<file path="config.mk">
export PLATFORM = sky130hd
export DESIGN_NAME = stream_capture_buffer
export DESIGN_NICKNAME = d
export VERILOG_FILES = /design/src/rtl/stream_capture_pkg.sv /design/src/rtl/sdp_ram.sv /design/src/rtl/stream_capture_buffer.sv
export SDC_FILE = /design/constraint.sdc
export NUM_CORES = 1
export LEC_CHECK = 0
export CAP_MARGIN = 20
export CORE_UTILIZATION = 42
export CTS_BUF_LIST = sky130_fd_sc_hd__clkbuf_2 sky130_fd_sc_hd__clkbuf_4 sky130_fd_sc_hd__clkbuf_8
export DETAILED_ROUTE_END_ITERATION = 6
export GPL_ROUTABILITY_DRIVEN = 0
export SLEW_MARGIN = 20
export SYNTH_ARGS = -nofsm -noshare
export SYNTH_HDL_FRONTEND = slang
export SYNTH_SLANG_ARGS = --single-unit
</file>
<file path="constraint.sdc">
create_clock -name clk -period 5.6 [get_ports clk]
set_input_delay 1.12 -clock clk [delete_from_list [all_inputs] [get_ports clk]]
set_output_delay 1.12 -clock clk [all_outputs]
set_load 0.05 [all_outputs]
</file>
<file path="src/rtl/stream_capture_pkg.sv">
// rtl/stream_capture_pkg.sv - command encodings, register map, status bits and FSM states
package stream_capture_pkg;

  localparam logic [1:0] CMD_READ    = 2'b00;
  localparam logic [1:0] CMD_WRITE   = 2'b01;
  localparam logic [1:0] CMD_CAPTURE = 2'b10;
  localparam logic [1:0] CMD_ABORT   = 2'b11;

  localparam logic [2:0] REG_CTRL    = 3'd0;
  localparam logic [2:0] REG_STAT    = 3'd1;
  localparam logic [2:0] REG_WDATA   = 3'd2;
  localparam logic [2:0] REG_RDATA   = 3'd3;
  localparam logic [2:0] REG_CAP_LEN = 3'd4;

  localparam int STAT_BUSY       = 0;
  localparam int STAT_DONE       = 1;
  localparam int STAT_ABORTED    = 2;
  localparam int STAT_TLAST_SEEN = 3;
  localparam int STAT_REJECTED   = 4;

  typedef enum logic [1:0] {
    ST_IDLE,
    ST_RD_WAIT,
    ST_CAPTURE
  } state_t;

  // A length of zero or one beyond the RAM means "fill the whole RAM".
  function automatic logic [8:0] eff_len(input logic [8:0] cap_len, input logic [8:0] depth);
    return ((cap_len == 9'd0) || (cap_len > depth)) ? depth : cap_len;
  endfunction

endpackage

</file>
<file path="src/rtl/sdp_ram.sv">
// rtl/sdp_ram.sv - simple dual-port RAM, one write port and one registered read port
module sdp_ram #(
  parameter int DATA_W = 8,
  parameter int DEPTH  = 32,
  localparam int ADDR_W = $clog2(DEPTH)
) (
  input  logic              clk,
  input  logic              we,
  input  logic [ADDR_W-1:0] waddr,
  input  logic [DATA_W-1:0] wdata,
  input  logic [ADDR_W-1:0] raddr,
  output logic [DATA_W-1:0] rdata
);

  logic [DATA_W-1:0] mem [DEPTH];

  always_ff @(posedge clk) begin
    if (we) begin
      mem[waddr] <= wdata;
    end
    rdata <= mem[raddr];
  end

endmodule

</file>
<file path="src/rtl/stream_capture_buffer.sv">
// rtl/stream_capture_buffer.sv - register-controlled RAM access and stream capture engine
module stream_capture_buffer
  import stream_capture_pkg::*;
#(
  parameter int DATA_W = 8,
  parameter int DEPTH  = 32
) (
  input  logic              clk,
  input  logic              reset,
  input  logic [2:0]        avs_address,
  input  logic              avs_chipselect,
  input  logic              avs_write_n,
  input  logic [31:0]       avs_writedata,
  output logic [31:0]       avs_readdata,
  input  logic [DATA_W-1:0] axis4_s_tdata,
  input  logic              axis4_s_tvalid,
  input  logic              axis4_s_tlast,
  output logic              axis4_s_tready
);

  localparam int ADDR_W = $clog2(DEPTH);
  localparam logic [8:0] DEPTH_LEN = 9'(DEPTH);

  state_t state, state_next;

  logic              reg_wr;
  logic [1:0]        ctrl_cmd;
  logic              ctrl_stop;
  logic [7:0]        ctrl_addr;
  logic              go_pending;
  logic [DATA_W-1:0] wdata_q;
  logic [DATA_W-1:0] rdata_q;
  logic [8:0]        cap_len_q;
  logic [8:0]        len_q;
  logic              stop_q;
  logic [ADDR_W-1:0] ptr;
  logic [15:0]       count;
  logic              st_done, st_aborted, st_tlast, st_rejected;
  logic              busy;

  logic              ram_we;
  logic [ADDR_W-1:0] ram_waddr;
  logic [DATA_W-1:0] ram_wdata;
  logic [DATA_W-1:0] ram_rdata;

  logic              accept;
  logic              start_cap;
  logic              load_rdata;
  logic              set_done, set_aborted, set_tlast, set_rejected;
  logic [31:0]       w1c;
  logic              unused_wdata;

  assign reg_wr         = avs_chipselect & ~avs_write_n;
  assign busy           = (state != ST_IDLE);
  assign axis4_s_tready = (state == ST_CAPTURE);
  assign w1c            = (reg_wr && (avs_address == REG_STAT)) ? avs_writedata : 32'd0;
  assign unused_wdata   = &{1'b0, avs_writedata};

  sdp_ram #(
    .DATA_W (DATA_W),
    .DEPTH  (DEPTH)
  ) u_ram (
    .clk   (clk),
    .we    (ram_we),
    .waddr (ram_waddr),
    .wdata (ram_wdata),
    .raddr (ctrl_addr[ADDR_W-1:0]),
    .rdata (ram_rdata)
  );

  always_ff @(posedge clk or posedge reset) begin
    if (reset) begin
      state <= ST_IDLE;
    end else begin
      state <= state_next;
    end
  end

  always_comb begin
    state_next   = state;
    ram_we       = 1'b0;
    ram_waddr    = ptr;
    ram_wdata    = axis4_s_tdata;
    accept       = (state == ST_CAPTURE) && axis4_s_tvalid;
    start_cap    = 1'b0;
    load_rdata   = 1'b0;
    set_done     = 1'b0;
    set_aborted  = 1'b0;
    set_tlast    = 1'b0;
    set_rejected = 1'b0;
    case (state)
      ST_IDLE: begin
        if (go_pending) begin
          case (ctrl_cmd)
            CMD_WRITE: begin
              ram_we    = 1'b1;
              ram_waddr = ctrl_addr[ADDR_W-1:0];
              ram_wdata = wdata_q;
              set_done  = 1'b1;
            end
            CMD_READ:    state_next = ST_RD_WAIT;
            CMD_CAPTURE: begin
              state_next = ST_CAPTURE;
              start_cap  = 1'b1;
            end
            default: ;
          endcase
        end
      end
      ST_RD_WAIT: begin
        load_rdata = 1'b1;
        set_done   = 1'b1;
        state_next = ST_IDLE;
      end
      ST_CAPTURE: begin
        if (accept) begin
          ram_we    = 1'b1;
          set_tlast = axis4_s_tlast;
          if ((count + 16'd1 == {7'd0, len_q}) || (axis4_s_tlast && stop_q)) begin
            state_next = ST_IDLE;
            set_done   = 1'b1;
          end
        end
      end
      default: state_next = ST_IDLE;
    endcase
    // A beat landing on the abort cycle is still written above; abort only redirects the FSM.
    if (go_pending && (state != ST_IDLE)) begin
      if (ctrl_cmd == CMD_ABORT) begin
        state_next  = ST_IDLE;
        load_rdata  = 1'b0;
        set_aborted = 1'b1;
        set_done    = 1'b1;
      end else begin
        set_rejected = 1'b1;
      end
    end
  end

  always_ff @(posedge clk or posedge reset) begin
    if (reset) begin
      go_pending  <= 1'b0;
      ctrl_cmd    <= CMD_READ;
      ctrl_stop   <= 1'b0;
      ctrl_addr   <= 8'd0;
      wdata_q     <= '0;
      rdata_q     <= '0;
      cap_len_q   <= 9'd0;
      len_q       <= 9'd0;
      stop_q      <= 1'b0;
      ptr         <= '0;
      count       <= 16'd0;
      st_done     <= 1'b0;
      st_aborted  <= 1'b0;
      st_tlast    <= 1'b0;
      st_rejected <= 1'b0;
    end else begin
      go_pending <= reg_wr && (avs_address == REG_CTRL) && avs_writedata[0];
      if (reg_wr) begin
        case (avs_address)
          REG_CTRL: begin
            ctrl_cmd  <= avs_writedata[2:1];
            ctrl_stop <= avs_writedata[3];
            ctrl_addr <= avs_writedata[15:8];
          end
          REG_WDATA:   wdata_q   <= avs_writedata[DATA_W-1:0];
          REG_CAP_LEN: cap_len_q <= avs_writedata[8:0];
          default: ;
        endcase
      end
      if (start_cap) begin
        count  <= 16'd0;
        ptr    <= ctrl_addr[ADDR_W-1:0];
        len_q  <= eff_len(cap_len_q, DEPTH_LEN);
        stop_q <= ctrl_stop;
      end else if (accept) begin
        count <= count + 16'd1;
        ptr   <= ptr + 1'b1;
      end
      if (load_rdata) begin
        rdata_q <= ram_rdata;
      end
      // Hardware set wins over a same-cycle write-one-to-clear.
      st_done     <= (st_done     & ~w1c[STAT_DONE])       | set_done;
      st_aborted  <= (st_aborted  & ~w1c[STAT_ABORTED])    | set_aborted;
      st_tlast    <= (st_tlast    & ~w1c[STAT_TLAST_SEEN]) | set_tlast;
      st_rejected <= (st_rejected & ~w1c[STAT_REJECTED])   | set_rejected;
    end
  end

  always_comb begin
    avs_readdata = 32'd0;
    case (avs_address)
      REG_CTRL:    avs_readdata = {16'd0, ctrl_addr, 4'd0, ctrl_stop, ctrl_cmd, 1'b0};
      REG_STAT:    avs_readdata = {count, 11'd0, st_rejected, st_tlast, st_aborted, st_done, busy};
      REG_WDATA:   avs_readdata[DATA_W-1:0] = wdata_q;
      REG_RDATA:   avs_readdata[DATA_W-1:0] = rdata_q;
      REG_CAP_LEN: avs_readdata[8:0] = cap_len_q;
      default: ;
    endcase
  end

endmodule
</file>
-- Word-level counts from Yosys, hierarchy flattened
Memories as Yosys holds them, arrays and structs flattened. A register that Yosys moved wholly into a read port is not among the register bits.
Index checks and enable logic that the tools add are counted.
- flip-flop bits (word level): 74
- RAM bits: 256
- input bits: 49
- output and inout bits: 33
- word-level logic and storage cells: 106
- memories: 1
- memory list (name ; words ; bits a word ; read ports ; clocked after memory_dff ; wr ports ; line ; RTL):
    u_ram.mem ; 32 ; 8 ; 1 ; 1 ; 1 ; sdp_ram.sv:15 ; logic [DATA_W-1:0] mem [DEPTH];
- $add $sub $neg: 2
- $lt $le $gt $ge: 1
- equality and inequality tests: 10
- multiplexer cells: 45
- bitwise operators: 14
- reductions and logical operators: 17
- operator list (cell ; count):
    case mux 23 bit (2 select lines) ; 1
    case mux 8 bit (5 select lines) ; 1
    two-way mux 16 bit ; 2
    two-way mux 5 bit ; 6
    two-way mux 8 bit ; 3
    two-way mux 1 bit ; 21
    adder 16 x 1 -> 16 bit, second input constant ; 1
    equality test 16 x 9 -> 1 bit ; 1
    two-way mux 2 bit ; 5
    > comparator 9 x 6 -> 1 bit, second input constant ; 1
    zero test 9 bit ; 1
    two-way mux 9 bit ; 1
    case mux 2 bit (2 select lines) ; 2
    equality test 2 bit, second input constant ; 3
    equality test 3 x 2 -> 1 bit, second input constant ; 2
    logical AND 1 bit ; 6
    AND reduction 2 bit ; 3
    adder 5 x 1 -> 5 bit, second input constant ; 1
    AND 1 bit ; 5
    inverter 1 bit ; 5
    equality test 2 x 1 -> 1 bit, second input constant ; 2
    zero test 2 bit ; 2
    OR 1 bit ; 4
    case mux 1 bit (2 select lines) ; 2
    6 further kinds ; 8

-- Depth between registers and ports, before layout
- depth after elaboration: 9
- depth in mapped cells: 9
- depth with buffers taken out: 7

-- By module
From an unflattened synthesis, not the netlist that was laid out.
- cell total of the unflattened synthesis: 823
- area, all modules: 14143.6 um^2
- modules (own cells, without submodules) (module ; instances ; cells each ; area an instance (um^2) ; sequential area each (um^2)):
    sdp_ram ; 1 ; 417 ; 10053.4 ; 7847.5
    stream_capture_buffer ; 1 ; 406 ; 4090.2 ; 1851.8

-- Worst setup path before layout
No wires, ideal clock.
- path kind: input-to-output
- start: in avs_address[0]
- end: out avs_readdata[0]
- data arrival time: 2.838 ns
- setup slack: 1.642 ns
- cell stages on the path: 4
- path buffers: 1
- cell sequence: clkbuf_1 mux2_2 a21oi_1 o21ai_0
- word-level cells in the longest chain between the ends: 2
- elaborated cells between the ends (all ways): 6
- those cells by class: eq/ne (4); mux (1); reduce/logical (1)
- RTL lines (element ; line ; RTL):
    start: declaration ; stream_capture_buffer.sv:10 ; input logic [2:0] avs_address,
    equality test 3 bit, or another cell as far along ; stream_capture_buffer.sv:193 ; case (avs_address)
    case mux 8 bit (5 select lines) * ; stream_capture_buffer.sv:193 ;
    end: declaration ; stream_capture_buffer.sv:14 ; output logic [31:0] avs_readdata,
Mark *: on every way between the ends. The rest lies on a longest branch, timed or not.

-- Worst setup path in the final report
- start: in avs_address[0]
- end: out avs_readdata[5]
Same word-level chain as after synthesis.

==> summary.md <==
| Metric | Value |
|---|---|
| WL/cell | 21.8 um |
| Util after Layout | 49.7% |
| Startpoint Class | input port |
| CTS tree | yes |
| Post-Route WL | 31.3 mm |
| Slowest CP cell | clkdlybuf4s50_1 |
| Initial core utilization | 43.1% |
| Max-slew violations | 0 |
| Most frequent cells after synthesis | 256 x edfxtp_1, 81 x mux4_2, 74 x dfrtp_1 |
| I/O pins | 82 |
| Placed insts | between 1000 and 1500 |
| Die Width | roughly 190 um |
| Int Pwr | 4.42 mW |
| Num CTS Buffers | 56 |
| Synthesized instance count | 866 |
| Clk buf depth | 3 |
| Cell leakage power | 5.57 nW |
| Hold Startpoint | u_ram.rdata[6] |
| Switching Share | 26.4% |
| Root buf cell | clkbuf_8 |
| Reg2Reg Depth | 4 |
| Slew headroom | a little over a quarter |
| Clk slew on worst S/H paths | 0.06 ns |
| Worst skew pair latency | around 0.59 ns |
| Post-route insts no fill | around 1400 |
| Synth area leader | edfxtp_1 |
| Seq pwr share | 50.2% |
| CP max stage delay | 0.83 ns |
| CP Class | in2out |
| Die Y | roughly 190 um |
| Worst Path Max Fanout | 12 |
| Register Area | 0.00970 sq mm |
| Critical Path AT | 3.42 ns |
| Vias | 7794 |
| Vias per Instance | 5.44 |
| Syn nets | slightly above 900 |
| Drt drc | 0 |
| CORE AREA | 0.0329 sq mm |
| Post-synth top flop | edfxtp_1 |
| Crit. End Element | output pin |
| Hold buffer count at CTS | 0 |
| Synthesized area | 0.0142 sq mm |
| Hpwl dp | 19.9 mm |
| Synth unique cells | 46 |
| Synth Area in Compound Gates | 3.72% |
| Share of cells above drive strength 1 | roughly 24% |
| Pwr Density | approximately 370 mW/mm^2 |
| Multi-input gate area | 0.00423 sq mm |
| Post_cts resized | 0 |
| Min Tclk post-route | 4.54 ns |
| Fin crit share | about four fifths |
| Switching power | between 1.5 and 2 mW |
| Fillcell total | 2781 |
| Critical Path RT | 4.48 ns |
| Number of H-tree levels | 2 |
| Hold Violations, Final | 0 |
| Met2 Usage GRT | 29.9% |
| Peak VDD IR | approximately 0.17 mV |
| Logic pwr share | 16.3% |
| Hold WC Path Type | reg2reg |
| Vias in the first global route | 7882 |
| Clock skew | 0.0216 ns |
| Avg Inst Size Synth | 16.4 sq um |
| # port buffers | 65 |
| Post-synth ARST share | 21.9% |
| Post-route setup TNS | 0 ns |
| Met3 Use GR | 3.66% |
| Total Nets Final | 1004 |
| Largest net degree at the start of global routing | 59 |
| Worst Hold Path Cells | 1 |
| First-pass DRT Iterations | 5 |
| Worst slack, placed | between 1 and 1.5 ns |
| Status | finished, final reports clean |
| Crit path launch | avs_address[0] |
| DR iter-0 viols | 614 |
| Clock Power Share | 33.5% |
| Hold WS | 0.466 ns |
| Final critical-path setup slack | approximately 1.1 ns |
| Top cell type's share of synthesized area | 54.3% |
| Global Route Usage Sum | 19.0% |
| Achievable Freq | 220 MHz |
| Setup bufs post-CTS | 0 |
| Synth Area in XOR/XNOR | 1.11% |
| Max Cap Violations | 0 |
| Setup violations, final | 0 |
| Synth Area in Adders | 0.177% |
| Main combinational cell family by area after synthesis | multiplexers |
| Initial antenna violation count | 0 |
| Layout area overhead | 15.3% |
| First-pass GRT wire length | 48.0 mm |
| GR peak layer | met2 |
| Flop2flop setup slack | 2.36 ns |
| ANT cells | 0 |
| Total gr overflow | 0 |
| DRT antenna net count | 0 |
| FF+latch count, synth | 338 |
| Simple-Gate Fraction of Synth Area | 7.82% |
| Most numerous cell in the Yosys netlist | edfxtp_1 |
| M1 GR Usage | a little over a quarter |
| Reg-to-reg startpoint | ctrl_addr[0] |
| Cell Chain, Critical Path | clkdlybuf4s50_1 -> buf_4 -> nor2b_1 -> nor2b_1 -> nand2_1 -> o21ai_0 -> clkdlybuf4s50_1 |
| CTS sink count | between 300 and 400 |
| Synth top area cells | edfxtp_1 54%, dfrtp_1 13%, mux4_2 13% |
| Die area | 0.0345 sq mm |
| YS warnings | 0 |
| Sequential area share after synthesis | 68.5% |
| Post-synth EDFFs | 256 |
| Std-Cell Rows | 66 |
| Mux contribution to synthesized area | 16.9% |
| Worst-margin pin slew | 1.10 ns |
| RSZ-0062 raised after global routing | false |
path summary, 6_finish.rpt:
path,to
worst max-delay path,avs_readdata[5]
worst min-delay path,rdata_q[6]
worst max register to register,u_ram.rdata[0]
worst min register to register,rdata_q[6]
max in group asynchronous,ctrl_addr[2]
min in group asynchronous,ctrl_addr[0]
per-layer routing:
layer | wire [um] | up-vias | part of all wire [%]
li1 | - | 3526 | -
met1 | 14100 | 3981 | 45
met2 | 14700 | 239 | 47
met3 | 1890 | 48 | 6.0
met4 | 578 | 0 | 1.8
met5 | 0 | - | 0
power by group through the flow:
stage	registers [mW]	clock network (mW)	logic [mW]
5_1_grt	3.04	2.17	1.05
4_1_cts	3.02	2.07	0.994
6_report	3.02	2.01	0.976
2_1_floorplan	2.96	0	0.768
3_3_place_gp	3.07	0	0.980
3_5_place_dp	3.07	0	0.989
per-stage QoR:
stage	area [sq um]	power, mW
2_1_floorplan	14200	3.73
3_3_place_gp	15200	4.05
3_5_place_dp	15300	4.06
4_1_cts	16300	6.08
5_1_grt	16300	6.26
6_report	16300	6.01
layout by cell type, fill, tap and decap left out, types with 5 or more instances in the layout:
| cell type | count |
|---|---|
| nor3_1 | 13 |
| clkbuf_8 | 59 |
| nand3_1 | 15 |
| nor2_1 | 59 |
| xnor2_1 | 13 |
| nor2b_1 | 8 |
| nand2_1 | 61 |
| edfxtp_1 | 256 |
| a22o_1 | 5 |
| a22oi_1 | 8 |
| mux2_2 | 45 |
| mux2i_1 | 6 |
| and2_1 | 28 |
| clkinv_1 | 10 |
| o21ai_0 | 40 |
| nand2b_1 | 7 |
| clkbuf_4 | 18 |
| dfxtp_1 | 8 |
| clkdlybuf4s50_1 | 65 |
| nand4_1 | 9 |
| mux4_2 | 81 |
| dfrtp_1 | 72 |
| clkinv_2 | 8 |
| xor2_1 | 5 |
| and3_1 | 5 |
| a21oi_1 | 11 |
| buf_4 | 11 |
| nand2_2 | 6 |
| inv_1 | 9 |
flip-flops by register name, summed over array words and instances (netlist names):
register and count:
state 2, st_tlast 1, ctrl_cmd 2, st_done 1, u_ram.mem 256, st_aborted 1, count 16, ctrl_stop 1
ptr 5, cap_len_q 9, wdata_q 8, go_pending 1, stop_q 1, ctrl_addr 8, rdata_q 8, len_q 9
st_rejected 1, u_ram.rdata 8
critical path, delay by kind of cell:
kind,cells,cell delay [ns]
AND/OR/NAND/NOR,3,0.59
buffers and inverters,3,1.61
AO/OA/AOI/OAI,1,0.09
final cells by class:
class / instances / area share [%]
clock buffer: 77 / 5.80
clock inverter: 18 / 0.513
inverter: 11 / 0.260
multi-input combinational: 468 / 25.9
sequential: 338 / 59.4
tap: 442 / 3.39
timing repair buffer: 78 / 4.75
cells by family (layout without fill, tap and decap cells):
logic type | Yosys count | after routing
flip-flops | 338 | 338
AND/OR/NAND/NOR | 230 | 230
multiplexers | 132 | 132
AO/OA/AOI/OAI | 86 | 86
buffers and inverters | 60 | 184
XOR/XNOR | 18 | 18
adder cells (fa/ha/maj) | 2 | 2
No activity file was read; power rests on OpenSTA's default activity.
